**config.mk**
```make
export PLATFORM = sky130hd
export DESIGN_NAME = uart_tx_writer
export DESIGN_NICKNAME = d
export VERILOG_FILES = /design/src/rtl/uart_tx_writer.sv
export SDC_FILE = /design/constraint.sdc
export NUM_CORES = 1
export LEC_CHECK = 0
export CELL_PAD_IN_SITES_DETAIL_PLACEMENT = 0
export CELL_PAD_IN_SITES_GLOBAL_PLACEMENT = 1
export CORE_AREA = 2 2 62 64
export CTS_CLUSTER_DIAMETER = 200
export DETAILED_ROUTE_END_ITERATION = 7
export DIE_AREA = 0 0 64 66
export MAX_ROUTING_LAYER = met4
export PLACE_DENSITY = 0.83
export SLEW_MARGIN = 30
export SYNTH_ARGS = -nofsm -noshare
export SYNTH_HDL_FRONTEND = slang
export SYNTH_SLANG_ARGS = --single-unit
```
**constraint.sdc**
```tcl
create_clock -name i_clk -period 5.2 [get_ports i_clk]
set_clock_uncertainty 0.05 [all_clocks]
set_input_delay 0.78 -clock i_clk [delete_from_list [all_inputs] [get_ports i_clk]]
set_output_delay 0.78 -clock i_clk [all_outputs]
set_load 0.01 [all_outputs]
```
**src/rtl/uart_tx_writer.sv**
```systemverilog
// 8N1 serial transmitter: word accepted on i_valid & o_ready, first start-bit cycle follows the handshake, frame lasts (DATA_BITS+2)*CLKS_PER_BIT cycles.
// Backpressure: o_ready is low for the whole frame; i_valid seen while busy is ignored until the block returns to idle.
module uart_tx_writer #(
  parameter int CLKS_PER_BIT = 868,
  parameter int DATA_BITS    = 8
) (
  input  logic                 i_clk,
  input  logic                 i_reset,
  input  logic [DATA_BITS-1:0] i_data,
  input  logic                 i_valid,
  output logic                 o_ready,
  output logic                 o_tx,
  output logic                 o_busy,
  output logic                 o_done
);

  localparam int CW = $clog2(CLKS_PER_BIT);
  localparam int BW = $clog2(DATA_BITS + 1);
  localparam logic [CW-1:0] CNT_MAX  = CW'(CLKS_PER_BIT - 1);
  localparam logic [CW-1:0] CNT_PEN  = CW'(CLKS_PER_BIT - 2);
  localparam logic [BW-1:0] BIT_LAST = BW'(DATA_BITS - 1);

  typedef enum logic [1:0] {IDLE, START, DATA, STOP} state_t;

  state_t                 state_q, state_d;
  logic [CW-1:0]          cnt_q, cnt_d;
  logic [BW-1:0]          bit_q, bit_d;
  logic [DATA_BITS-1:0]   shift_q, shift_d;
  logic                   tx_q, tx_d;
  logic                   ready_q, ready_d;
  logic                   busy_q, busy_d;
  logic                   done_q, done_d;

  always_comb begin
    state_d = state_q;
    cnt_d   = cnt_q;
    bit_d   = bit_q;
    shift_d = shift_q;
    tx_d    = tx_q;
    ready_d = ready_q;
    busy_d  = busy_q;
    done_d  = 1'b0;
    case (state_q)
      IDLE: begin
        if (i_valid && ready_q) begin
          shift_d = i_data;
          state_d = START;
          tx_d    = 1'b0;
          ready_d = 1'b0;
          busy_d  = 1'b1;
          cnt_d   = '0;
          bit_d   = '0;
        end
      end
      START: begin
        if (cnt_q == CNT_MAX) begin
          cnt_d   = '0;
          state_d = DATA;
          tx_d    = shift_q[0];
        end else begin
          cnt_d = cnt_q + 1'b1;
        end
      end
      DATA: begin
        if (cnt_q == CNT_MAX) begin
          cnt_d   = '0;
          shift_d = shift_q >> 1;
          if (bit_q == BIT_LAST) begin
            state_d = STOP;
            tx_d    = 1'b1;
            bit_d   = '0;
          end else begin
            bit_d = bit_q + 1'b1;
            tx_d  = shift_q[1];
          end
        end else begin
          cnt_d = cnt_q + 1'b1;
        end
      end
      STOP: begin
        if (cnt_q == CNT_MAX) begin
          cnt_d   = '0;
          state_d = IDLE;
          ready_d = 1'b1;
          busy_d  = 1'b0;
        end else begin
          cnt_d = cnt_q + 1'b1;
          // done is registered, so raise it one cycle early to land on the last stop cycle
          done_d = (cnt_q == CNT_PEN);
        end
      end
      default: state_d = IDLE;
    endcase
  end

  always_ff @(posedge i_clk) begin
    if (i_reset) begin
      state_q <= IDLE;
      cnt_q   <= '0;
      bit_q   <= '0;
      shift_q <= '0;
      tx_q    <= 1'b1;
      ready_q <= 1'b1;
      busy_q  <= 1'b0;
      done_q  <= 1'b0;
    end else begin
      state_q <= state_d;
      cnt_q   <= cnt_d;
      bit_q   <= bit_d;
      shift_q <= shift_d;
      tx_q    <= tx_d;
      ready_q <= ready_d;
      busy_q  <= busy_d;
      done_q  <= done_d;
    end
  end

  assign o_tx    = tx_q;
  assign o_ready = ready_q;
  assign o_busy  = busy_q;
  assign o_done  = done_q;

endmodule
```
==> results.py <==
metrics = {
    "logic_synthesis": {
        "ys.flop_type": "dfxtp_1",
        "synthArstFlopShare_pct": 0,
        "syn-num-nets": 198,
        "synth_warnings": 0,
        "syn_area_per_cell_um2": 8.84,
        "seq_area_frac_synth_pct": 35.4,
        "syn_area_mm2": 0.00158,
        "ys_ff_latch": 28,
        "synth.distinct_cells": 44,
        "synth_cells": 179,
        "synth-edff-count": 0,
    },
    "floorplan": {
        "rows": 22,
        "fp.dieH_um": 66,
        "die_x_um": 64,
        "ios": 15,
        "initial_core_util_pct": 44.5,
        "dieArea_mm2": 0.00422,
        "coreArea_mm2": 0.00355,
    },
    "finish": {
        "register_area_um2": 561,
        "nets": 206,
        "fin_area_mm2": 0.00174,
        "drive_above_1_share_pct": 6.99,
        "multi_input_area_um2": 903,
        "syn2layout_area_growth_pct": 9.89,
        "num_antenna_cells": 0,
        "fillCellCount": 345,
    },
    "drt": {
        "wl_mm": 3.37,
        "ant_nets": 0,
        "wl_per_cell_um": 14.4,
        "viasPerCell": 5.81,
        "drt_iter0_drc": 94,
        "drc": 0,
        "drtPass1Iterations": 4,
        "vias": 1360,
    },
    "clock_tree": {
        "clock_path_buffers": 2,
        "insertion_delay_ps": 340,
        "holdBufCountCts": 0,
        "cts_tree": "yes",
        "post_cts_buffers": 0,
        "post_cts_resized": 0,
        "htreeDepth": 1,
        "cts.clk_slew.worst_paths_ps": 160,
        "root_buffer": "clkbuf_4",
        "cts_made_buffers": 3,
        "clock-sinks": 28,
    },
    "sta": {
        "period_needed_ps": 2640,
        "rsz0062_at_grt": "no",
        "finalSetupViolCount": 0,
        "relSlewSlack_pct": 40.3,
        "period_share_pct": 50.9,
        "slew_violations": 0,
        "hold_viol": 0,
        "worstMarginPinSlew_ps": 888,
        "setup_tns_ps": 0,
        "fmax_ghz": 0.378,
        "whs_ps": 428,
    },
    "placement": {
        "placed_cell_area_mm2": 0.00169,
        "place.gp.congestion": 0.739,
        "port-buffer-count": 14,
        "dpl.hpwl_mm": 2.43,
    },
    "power_and_ir_drop": {
        "power_uw": 771,
        "peakVddDrop_mv": 0.222,
        "pwr_density_cell_mw_per_mm2": 444,
        "p_leak_nw": 0.605,
    },
    "global_routing": {
        "grt_pass1_vias": 1364,
        "grt_first_pass_wirelength_mm": 5.89,
        "grt-ovfl-total": 0,
        "track_usage_pct": 17.9,
        "antenna_found_initial": 0,
        "grt_max_degree": 28,
    },
    "min_path": {
        "hold_path.startpoint": "shift_q[7]$_SDFFE_PP0P_",
        "hp-class": "reg2reg",
    },
    "critical_path": {
        "worstPathMaxFanout": 12,
        "required_ps": 5430,
        "crit_start": "i_valid",
        "crit_path_end_kind": "flop",
        "critical_path_class": "in2reg",
        "crit_arrival_ps": 2880,
        "worstReg2RegStart": "state_q[0]$_SDFFE_PP0P_",
        "start_kind": "input pin",
    },
    "flow_run": {
        "maxCapViolCount": 0,
    },
    "outcome": {
        "status": "finished clean",
    },
}
[final cells by class]
class | count | area share (%)
Clock buffer | 3 | 1.30
Clock inverter | 1 | 1.73
Inverter | 5 | 1.08
Multi-Input combinational cell | 134 | 52.0
Sequential cell | 28 | 32.3
Tap cell | 48 | 3.46
Timing Repair Buffer | 15 | 8.21
[synthesized netlist by cell type (2+ instances only)]
library cell | count | share of area, %
nor2_1 | 8 | 1.9
ha_1 | 8 | 6.3
nand4b_1 | 2 | 1.1
nor3_1 | 9 | 2.8
nor4_1 | 2 | 0.79
nand3_1 | 11 | 3.5
buf_2 | 2 | 0.63
a21oi_1 | 14 | 4.4
inv_1 | 5 | 1.2
nand2b_1 | 5 | 2.0
clkbuf_1 | 3 | 0.71
nand2_1 | 13 | 3.1
a211oi_1 | 9 | 4.3
nand3b_1 | 4 | 1.9
buf_6 | 3 | 2.1
or2_2 | 3 | 1.2
clkbuf_8 | 3 | 2.6
or4_1 | 2 | 0.95
a31oi_1 | 9 | 3.6
dfxtp_1 | 28 | 35
o21ai_0 | 3 | 0.95
a311oi_1 | 2 | 1.1
mux2i_1 | 10 | 6.3
[worst paths after layout]
check	endpoint	slack, ps	cells after the start
min	shift_q[7]$_SDFFE_PP0P_	430	2
max	bit_q[3]$_SDFFE_PP0P_	2560	6
max reg2reg	bit_q[3]$_SDFFE_PP0P_	2580	7
min reg2reg	shift_q[7]$_SDFFE_PP0P_	430	2
[routing by layer]
metal	vias to the layer above	GRT usage [%]	share of wire, %
li1	677	-	-
met4	0	7.61	1.9
met5	-	-	0
met1	653	19.8	44
met2	23	32.6	51
met3	7	2.21	2.7
[state kept, by name (all words and copies together) (netlist names)]
signal and flops:
o_ready 1, o_done 1, cnt_q 10, o_tx 1, o_busy 1, shift_q 8
bit_q 4, state_q 2
[cells in the final DEF, fill, tap and decap left out, drive strengths merged, types with 2 or more instances in the layout]
master / n
nand4b: 2
a211oi: 9
and2: 2
buf: 2
ha: 8
nor3: 9
nor4: 3
o21ai: 3
clkbuf: 3
a31oi: 9
nand3b: 4
clkdlybuf4s50: 13
mux2i: 10
nand3: 11
a21oi: 14
nand2: 13
dfxtp: 28
a311oi: 2
or2: 3
or4: 2
inv: 5
nor2: 8
and4: 2
nand2b: 5
[per-stage QoR]
stage | utilization (%) | cells | worst slack, ps
floorplan | - | 179 | 2810
global placement | 47.4 | 230 | 1890
detailed placement | 47.6 | 230 | 2160
CTS | 49.1 | 234 | 2530
global route | 48.9 | 234 | 2360
finish | 48.9 | 234 | 2560
[worst max-delay path, cell delays in order]
cell and delay, ps:
clkdlybuf4s50_1 520, a21boi_0 100, buf_4 190, or4_1 630, or4_1 500, a31oi_1 160
[kinds of logic (layout without fill, tap and decap cells)]
| group | Yosys count | after routing | synth area share (%) |
|---|---|---|---|
| AND/OR/NAND/NOR | 70 | 70 | 25.2 |
| AO/OA/AOI/OAI | 45 | 45 | 18.4 |
| flip-flops | 28 | 28 | 35.4 |
| buffers and inverters | 17 | 24 | 7.83 |
| multiplexers | 10 | 10 | 6.33 |
| adder cells (fa/ha/maj) | 8 | 8 | 6.33 |
| XOR/XNOR | 1 | 1 | 0.554 |
[report_power, final]
part           switching, mW  internal (mW)
Clock                 0.0694         0.0780
Combinational          0.181          0.143
Sequential            0.0352          0.265
Note: power is estimated with default switching activity, not from simulation.
